## src/rtl/vga_scanout_if.sv

```systemverilog
// Pixel FIFO read-side bundle between the scan-out engine (master) and the FIFO (slave).
interface vga_scanout_if #(
    parameter int unsigned DATA_W = 16
);
    logic [DATA_W-1:0] fifo_rdata;
    logic              fifo_rempty;
    logic              fifo_read;

    modport master (output fifo_read, input fifo_rdata, input fifo_rempty);
    modport slave  (input fifo_read, output fifo_rdata, output fifo_rempty);
endinterface

```

## src/rtl/vga_scanout.sv

```systemverilog
// VGA scan-out: HS/VS/BLANK timing, FIFO pixel fetch, RGB565/888 decode, underflow tracking.
// Optional colour-bar generator enabled by `define VGA_SCANOUT_TESTPAT_EN.
module vga_scanout #(
    parameter int unsigned HDISP    = 640,
    parameter int unsigned HFP      = 16,
    parameter int unsigned HPULSE   = 96,
    parameter int unsigned HBP      = 48,
    parameter int unsigned VDISP    = 480,
    parameter int unsigned VFP      = 11,
    parameter int unsigned VPULSE   = 2,
    parameter int unsigned VBP      = 31,
    parameter bit          HS_POL   = 1'b0,
    parameter bit          VS_POL   = 1'b0,
    parameter int unsigned PIX_FMT  = 0,
    parameter int unsigned DATA_W   = 16,
    parameter logic [23:0] UF_COLOR = 24'hFF00FF
) (
    input  logic          vga_CLK,
    input  logic          rst,
    vga_scanout_if.master fifo,
    input  logic          uf_clr,
`ifdef VGA_SCANOUT_TESTPAT_EN
    input  logic          testpat,
`endif
    output logic [7:0]    vga_r,
    output logic [7:0]    vga_g,
    output logic [7:0]    vga_b,
    output logic          vga_hs,
    output logic          vga_vs,
    output logic          vga_blank,
    output logic          vga_sync,
    output logic          frame_start,
    output logic          underflow,
    output logic [15:0]   uf_cnt
);
    localparam int unsigned H_TOTAL = HDISP + HFP + HPULSE + HBP;
    localparam int unsigned V_TOTAL = VDISP + VFP + VPULSE + VBP;
    localparam int unsigned XW      = $clog2(H_TOTAL);
    localparam int unsigned YW      = $clog2(V_TOTAL);

    typedef enum logic {WAIT_FILL, RUN} state_t;

    state_t          state;
    logic [XW-1:0]   cnt_x;
    logic [YW-1:0]   cnt_y;
    logic            act1, hs1, vs1, uf1, run1;
    logic            active_c, hs_c, vs_c, origin_c, run_c, read_c, uf_c, tp_c, blank_c;
    logic [DATA_W-1:0] rdata;
    logic [23:0]     d24, rgb_c, pix_c;

`ifdef VGA_SCANOUT_TESTPAT_EN
    logic            tp1;
    logic [2:0]      bar1;
    logic [2:0]      bar_c;

    function automatic logic [23:0] bar_color(input logic [2:0] b);
        case (b)
            3'd0:    bar_color = 24'hFFFFFF;
            3'd1:    bar_color = 24'hFFFF00;
            3'd2:    bar_color = 24'h00FFFF;
            3'd3:    bar_color = 24'h00FF00;
            3'd4:    bar_color = 24'hFF00FF;
            3'd5:    bar_color = 24'hFF0000;
            3'd6:    bar_color = 24'h0000FF;
            default: bar_color = 24'h000000;
        endcase
    endfunction

    assign tp_c  = testpat;
    assign bar_c = 3'((32'(cnt_x) * 32'd8) / HDISP);
`else
    assign tp_c  = 1'b0;
`endif

    // Stage 0: raster decode from the counters
    assign active_c = (32'(cnt_x) < HDISP) && (32'(cnt_y) < VDISP);
    assign hs_c     = (32'(cnt_x) >= HDISP + HFP) && (32'(cnt_x) < HDISP + HFP + HPULSE);
    assign vs_c     = (32'(cnt_y) >= VDISP + VFP) && (32'(cnt_y) < VDISP + VFP + VPULSE);
    assign origin_c = (cnt_x == '0) && (cnt_y == '0);

    // The start pixel itself is fetched, so word 0 lands on pixel (0,0)
    assign run_c   = (state == RUN) || (origin_c && !fifo.fifo_rempty);
    assign read_c  = !rst && !tp_c && run_c && active_c && !fifo.fifo_rempty;
    assign uf_c    = !rst && !tp_c && run_c && active_c && fifo.fifo_rempty;
    assign fifo.fifo_read = read_c;
    assign vga_sync = 1'b0;

    // Stage 1 decode of the word returned by the FIFO
    assign rdata = fifo.fifo_rdata;
    assign d24   = 24'(rdata);

    always_comb begin
        if (PIX_FMT == 0)
            rgb_c = {d24[15:11], d24[15:13], d24[10:5], d24[10:9], d24[4:0], d24[4:2]};
        else
            rgb_c = d24;
        pix_c   = '0;
        blank_c = act1 && run1;
        if (act1 && run1)
            pix_c = uf1 ? UF_COLOR : rgb_c;
`ifdef VGA_SCANOUT_TESTPAT_EN
        if (tp1) begin
            blank_c = act1;
            pix_c   = act1 ? bar_color(bar1) : 24'h000000;
        end
`endif
    end

    always_ff @(posedge vga_CLK) begin
        if (rst) begin
            state       <= WAIT_FILL;
            cnt_x       <= '0;
            cnt_y       <= '0;
            act1        <= 1'b0;
            hs1         <= 1'b0;
            vs1         <= 1'b0;
            uf1         <= 1'b0;
            run1        <= 1'b0;
            vga_r       <= '0;
            vga_g       <= '0;
            vga_b       <= '0;
            vga_blank   <= 1'b0;
            vga_hs      <= !HS_POL;
            vga_vs      <= !VS_POL;
            frame_start <= 1'b0;
            underflow   <= 1'b0;
            uf_cnt      <= '0;
`ifdef VGA_SCANOUT_TESTPAT_EN
            tp1         <= 1'b0;
            bar1        <= '0;
`endif
        end else begin
            if (state == WAIT_FILL && origin_c && !fifo.fifo_rempty)
                state <= RUN;

            if (32'(cnt_x) == H_TOTAL - 1) begin
                cnt_x <= '0;
                cnt_y <= (32'(cnt_y) == V_TOTAL - 1) ? '0 : cnt_y + YW'(1);
            end else begin
                cnt_x <= cnt_x + XW'(1);
            end

            act1 <= active_c;
            hs1  <= hs_c;
            vs1  <= vs_c;
            uf1  <= uf_c;
            run1 <= run_c;
`ifdef VGA_SCANOUT_TESTPAT_EN
            tp1  <= tp_c;
            bar1 <= bar_c;
`endif
            {vga_r, vga_g, vga_b} <= pix_c;
            vga_blank   <= blank_c;
            vga_hs      <= hs1 ? HS_POL : !HS_POL;
            vga_vs      <= vs1 ? VS_POL : !VS_POL;
            frame_start <= origin_c;

            // A clear coinciding with a new underflow keeps that underflow
            if (uf_clr) begin
                underflow <= uf_c;
                uf_cnt    <= uf_c ? 16'd1 : 16'd0;
            end else if (uf_c) begin
                underflow <= 1'b1;
                if (uf_cnt != 16'hFFFF)
                    uf_cnt <= uf_cnt + 16'd1;
            end
        end
    end
endmodule
```

## src/flat_wrapper.sv

```systemverilog
// flat-port wrapper written by rule: the top's interface ports become plain ports
module vga_scanout_flat 
#(
    parameter int unsigned HDISP    = 640,
    parameter int unsigned HFP      = 16,
    parameter int unsigned HPULSE   = 96,
    parameter int unsigned HBP      = 48,
    parameter int unsigned VDISP    = 480,
    parameter int unsigned VFP      = 11,
    parameter int unsigned VPULSE   = 2,
    parameter int unsigned VBP      = 31,
    parameter bit          HS_POL   = 1'b0,
    parameter bit          VS_POL   = 1'b0,
    parameter int unsigned PIX_FMT  = 0,
    parameter int unsigned DATA_W   = 16,
    parameter logic [23:0] UF_COLOR = 24'hFF00FF
)
  (vga_CLK, rst, uf_clr, vga_r, vga_g, vga_b, vga_hs, vga_vs, vga_blank, vga_sync, frame_start, underflow, uf_cnt, fifo_fifo_read, fifo_fifo_rdata, fifo_fifo_rempty);
  vga_scanout_if #(.DATA_W(DATA_W)) fifo_i ();
  input  logic vga_CLK;
  input  logic rst;
  input  logic uf_clr;
  output logic [7:0] vga_r;
  output logic [7:0] vga_g;
  output logic [7:0] vga_b;
  output logic vga_hs;
  output logic vga_vs;
  output logic vga_blank;
  output logic vga_sync;
  output logic frame_start;
  output logic underflow;
  output logic [15:0] uf_cnt;
  output wire logic [$bits(fifo_i.fifo_read)-1:0] fifo_fifo_read;
  input wire logic [$bits(fifo_i.fifo_rdata)-1:0] fifo_fifo_rdata;
  input wire logic [$bits(fifo_i.fifo_rempty)-1:0] fifo_fifo_rempty;
  assign fifo_fifo_read = fifo_i.fifo_read;
  assign fifo_i.fifo_rdata = fifo_fifo_rdata;
  assign fifo_i.fifo_rempty = fifo_fifo_rempty;
  vga_scanout #(.HDISP(HDISP), .HFP(HFP), .HPULSE(HPULSE), .HBP(HBP), .VDISP(VDISP), .VFP(VFP), .VPULSE(VPULSE), .VBP(VBP), .HS_POL(HS_POL), .VS_POL(VS_POL), .PIX_FMT(PIX_FMT), .DATA_W(DATA_W), .UF_COLOR(UF_COLOR)) u_core (.vga_CLK(vga_CLK), .rst(rst), .fifo(fifo_i), .uf_clr(uf_clr), .vga_r(vga_r), .vga_g(vga_g), .vga_b(vga_b), .vga_hs(vga_hs), .vga_vs(vga_vs), .vga_blank(vga_blank), .vga_sync(vga_sync), .frame_start(frame_start), .underflow(underflow), .uf_cnt(uf_cnt));
endmodule
```

## config.mk

```make
export PLATFORM = sky130hd
export DESIGN_NAME = vga_scanout_flat
export DESIGN_NICKNAME = d
export VERILOG_FILES = /design/src/rtl/vga_scanout_if.sv /design/src/rtl/vga_scanout.sv /design/src/flat_wrapper.sv
export SDC_FILE = /design/constraint.sdc
export NUM_CORES = 1
export LEC_CHECK = 0
export BUFFER_PORTS_ARGS = -buffer_cell sky130_fd_sc_hd__buf_2
export CAP_MARGIN = 20
export CORE_UTILIZATION = 45
export CTS_BUF_LIST = sky130_fd_sc_hd__clkbuf_16
export CTS_CLUSTER_DIAMETER = 100
export DETAILED_ROUTE_END_ITERATION = 12
export PLACE_DENSITY = 0.69
export SLEW_MARGIN = 40
export SYNTH_ARGS = -nofsm -noshare
export SYNTH_HDL_FRONTEND = slang
export SYNTH_SLANG_ARGS = --single-unit
```

## constraint.sdc

```tcl
create_clock -name vga_CLK -period 3.65 [get_ports vga_CLK]
set_clock_uncertainty 0.05 [all_clocks]
set_input_delay 0.1825 -clock vga_CLK [delete_from_list [all_inputs] [get_ports vga_CLK]]
set_output_delay 0.1825 -clock vga_CLK [all_outputs]
set_load 0.05 [all_outputs]
```

; Word-level counts from Yosys, hierarchy flattened
; Index checks and enable logic that the tools add are counted.
[totals]
out_inout_bits = 47
mem_count = 0
ramBits = 0
inputBits = 20
romBits = 0
elab_cells = 64
regBits = 71
latchBits = 0
[op_classes]
eq_ne = 3
n_mul = 0
div = 0
reduce_logical = 23
n_lt_le_gt_ge = 6
mux = 10
n_bitwise = 2
addsub = 3
shifts = 0
[ops]
columns = cell, n
row1 = $mux W16, 3
row2 = $mux W24, 1
row3 = $add A10 B1 Y10 const B, 2
row4 = $eq A10 B10 Y1 const B, 2
row5 = $logic_not A10 Y1, 2
row6 = $lt A10 B10 Y1 const B, 2
row7 = $lt A10 B9 Y1 const B, 2
row8 = $add A16 B1 Y16 const B, 1
row9 = $ne A16 B16 Y1 const B, 1
row10 = $logic_and A1 B1 Y1, 12
row11 = $ge A10 B10 Y1 const B, 1
row12 = $ge A10 B9 Y1 const B, 1
row13 = $mux W10, 1
row14 = $mux W1, 5
row15 = $reduce_bool A2 Y1, 2
row16 = $reduce_or A2 Y1, 2
row17 = $reduce_or A3 Y1, 1
row18 = $logic_not A1 Y1, 2
row19 = $not A1 Y1, 2
row20 = $reduce_and A2 Y1, 1
row21 = $logic_or A1 B1 Y1, 1

; Longest topological paths before layout
[logic_depth]
word_depth = 9
ltp_mapped = 8
mapped_depth_nobuf = 6

; Least setup slack after synthesis
; OpenSTA, ideal clock, no wires.
[synth_path]
kind = flip-flop to output port
start = reg u_core.cnt_y[2]
end = out fifo_fifo_read
n_path_buf = 0
required_ns = 3.418
arrival_ns = 2.210
stages_incl_launch_ff = 6
path_slack_ns = 1.207
cell_sequence = dfxtp_1 or4_1 nor3_2 nand3_1 o41ai_2 nor3b_2
[synth_between]
elab_chain_len = 7
word_cells_on_any_way = 9
classes_between = order compare: 1 / reduce/logical: 8
[synth_lines]
columns = element, line
row1 = "start, declared", vga_scanout.sv:45  ; logic [YW-1:0] cnt_y;
row2 = "start signal, assigned", vga_scanout.sv:138  ; cnt_y <= (32'(cnt_y) == V_TOTAL - 1) ? '0 : cnt_y + YW'(1);
row3 = "parallel branches: the longest is 5 deep, another holds $lt A10 B9 Y1", -
row4 = $logic_and A1 B1 Y1 * (2 in a row), vga_scanout.sv:83  ; assign read_c = !rst && !tp_c && run_c && active_c && !fifo.fifo_rempty;
row5 = "end, declared", flat_wrapper.sv:33  ; output wire logic [$bits(fifo_i.fifo_read)-1:0] fifo_fifo_read;
; Mark *: on every way between the ends.

; Worst setup path after layout
; Ends and elaborated chain as after synthesis.

==> summary.txt <==
Power and ir drop
  – Sw Ratio: 0.251
  – Seq pwr share: 0.445
  – Cell Pwr Density: roughly 490 mW/mm^2
  – Int Pwr: around 1.2 mW
  – Max VDD drop: 0.000299 V
  – Combinational power share: 0.065
  – Leakage: 1.38 nW
  – P_sw: approximately 400 uW
  – Clock Power Share: 0.490

Drt
  – WL per Instance: 12.2 um
  – Via density: 5.15
  – Final ANT Viol Nets: 0
  – Drt first-iter violations: 80
  – DRT Pass-1 Iters: 4
  – # DRC: 0
  – Total wire length: between 5 and 6 mm
  – DR vias: 2220

Yosys
  – Synth top cells by count: dfxtp_1, nor2_1, nand2_1, nand3_1
  – Yosys reg bits: 63
  – Ranking of synthesized cells by area: dfxtp_1, nor2_1, xnor2_1, xor2_1, ha_1
  – Synth unique cells: 48
  – Number of flops mapped to enable cells by yosys: 0
  – Synth Cell Area: roughly 0.0027 mm^2
  – Avg Inst Size Synth: around 9.0 um^2
  – Count leader, synth: dfxtp_1
  – Main synth FF type: dfxtp_1
  – Syn nets: 320
  – Synth async-reset ratio: 0
  – YS warnings: 0
  – Area leader, netlist: dfxtp_1
  – Yosys top cell area share: 0.475
  – Cells after Synth: between 200 and 300
  – Seq/Total Area, Yosys: 0.475

Clocking
  – Post-CTS setup buffers: 0
  – CTS buffer count: 9
  – TritonCTS Sinks: 63
  – CTS root buf: clkbuf_16
  – Post-CTS sizing: 0
  – H-tree depth: 3
  – CTS Hold Bufs: 1
  – CTS tree: done
  – Reg clk slew, reported paths: roughly 60 ps
  – Worst-Skew Late Latency: roughly 320 ps
  – CTS max path bufs: 2

Placed design
  – Post-placement worst setup slack: approximately 1300 ps
  – Port Buf Inserts: 65
  – Dpl hpwl: 3.72 mm
  – Placer Congestion: 0.821

Timing
  – Max-slew violations: 0
  – Peak Freq: ~0.37 GHz
  – Minimum clock period: around 2700 ps
  – Final setup vio count: 0
  – Unrepaired setup endpoints after global routing: no
  – Min setup slack post-route: 968 ps
  – Fin Setup TNS: 0 ps
  – Hold Violations, Final: 0
  – Period Utilization, post-route: 0.735
  – Worst slew margin: 0.608
  – Slew @ Worst Pin: between 500 and 600 ps

GRT
  – Global routing usage on met3: 0.0425
  – Overflow after GRT: 0
  – Gr busiest metal: met2
  – Vias in the first global route: around 2000
  – GRT Total Usage: 0.185
  – Routing usage on met2: 0.283
  – Largest net degree at the start of global routing: 19
  – Met1 Use GR: 0.239
  – Initial antenna violation count: 0
  – First-pass GRT wire length: between 8 and 9 mm

Floorplanning
  – Die height: 78.9 um
  – Die footprint: roughly 0.0062 mm^2
  – Initial Utilization: 0.474
  – Io pins: 67
  – Die X: around 79 um
  – Row cnt: 27
  – Core area: ~0.0056 mm^2

Finish
  – Number of diodes: 0
  – Nets: 380
  – Area growth syn-to-layout: 22.5%
  – Fraction of layout cells with a size suffix above 1: 0.251

Setup path
  – Cell Chain, Critical Path: or4_1 > nor3_2 > nand3_1 > o41ai_2 > nor3b_2 > buf_2
  – Largest stage delay, worst path: 550 ps
  – CP Capture Type: output pin
  – Worst Setup Path Type: reg -> out
  – Worst-path fanout max: 6
  – WP data required: roughly 3400 ps
  – Critical path launch point type: flip-flop
  – WP data arrival: about 2500 ps
  – CP max stage cell: or4_1

Outcome
  – Status: finished clean

Job
  – Maxcap violations: 0

Hold path
  – Worst hold path type: in -> reg
## flip-flops by register name, summed over array words and instances (netlist names)
register / cells
u_core.frame_start: 1
u_core.underflow: 1
u_core.vga_hs: 1
u_core.uf_cnt: 16
u_core.vga_vs: 1
u_core.vga_g: 6
u_core.act1: 1
u_core.state: 1
u_core.vga_r: 5
u_core.hs1: 1
u_core.cnt_x: 10
u_core.vs1: 1
u_core.vga_b: 5
u_core.uf1: 1
u_core.cnt_y: 10
u_core.vga_blank: 1
u_core.run1: 1
## worst max-delay path, delay by kind of cell (launching register included)
family,cells,cell delay (ps)
compound gates,1,350
buf+inv,1,280
flops,1,370
simple gates,4,1130
## worst paths after layout
kind / start / depth (start not counted) / slack, ps / to
setup / recovery: u_core.cnt_y[2] / 6 / 970 / fifo_fifo_read
hold reg to reg: u_core.hs1 / 1 / 330 / u_core.vga_hs
setup reg to reg: u_core.uf_cnt[0] / 6 / 1380 / u_core.uf_cnt[15]
hold / removal: fifo_fifo_rdata[10] / 2 / 9 / u_core.vga_g[1]
## through the flow
step / std cells / area [um^2] / hold WS, ps / power (mW) / util
2_1_floorplan: 294 / 2660 / 234 / 0.803 / -
6_report: 431 / 3260 / 9.33 / 1.60 / 0.581
3_5_place_dp: 414 / 2970 / 317 / 0.829 / 0.529
4_1_cts: 431 / 3260 / 0.354 / 1.62 / 0.581
3_3_place_gp: 414 / 2970 / 316 / 0.828 / 0.529
5_1_grt: 431 / 3260 / 3.16 / 1.66 / 0.581
## layout by cell type (no fill, tap or decap), drive strengths merged, types with 2 or more instances in the layout
cell type,instances
nand2,15
dfxtp,63
nor3b,3
or4,5
nand3b,2
o31ai,4
clkinvlp,2
o21ai,6
and3,5
clkbuf,9
o41ai,2
nand2b,4
xnor2,10
clkinv,3
or3,6
or2,3
or4b,2
nor2,55
nor3,9
ha,6
and2,7
nand3,14
nand4,10
a31oi,2
xor2,10
inv,10
a21oi,10
buf,65
and4,2
nand4b,3
## power groups by stage
stage | logic, mW | registers, mW | clock network, mW
floorplan | 0.0525 | 0.751 | 0
global placement | 0.103 | 0.725 | 0
detailed placement | 0.104 | 0.726 | 0
CTS | 0.105 | 0.710 | 0.803
global route | 0.112 | 0.712 | 0.837
finish | 0.104 | 0.710 | 0.784
## cell families (layout without fill, tap and decap cells)
| kind of cell | count (synthesis) | count (layout) | share of synthesized area |
|---|---|---|---|
| adders and majority gates | 6 | 6 | 0.0282 |
| other | 1 | 1 | 0.00141 |
| DFF | 63 | 63 | 0.475 |
| buffers and inverters | 25 | 90 | 0.0518 |
| and+or+nand+nor | 150 | 150 | 0.306 |
| AOI/OAI and AO/OA | 28 | 28 | 0.0687 |
| muxes | 1 | 1 | 0.00377 |
| xor gates and xnor gates | 20 | 20 | 0.0659 |
## final cells by class
class | count | area (um^2)
Fill cell | 531 | 2350
Sequential cell | 63 | 1260
Multi-Input combinational cell | 206 | 1260
Timing Repair Buffer | 66 | 335
Clock buffer | 9 | 225
Tap cell | 72 | 90.1
Clock inverter | 7 | 55.1
Inverter | 8 | 30.0
## routing by layer
metal,routed length [um],part of all wire,up-vias
li1,-,-,1131
met4,110,0.021,0
met5,0,0,-
met2,2400,0.45,51
met1,2500,0.47,1028
met3,266,0.050,10
Note: power is estimated with default switching activity, not from simulation.
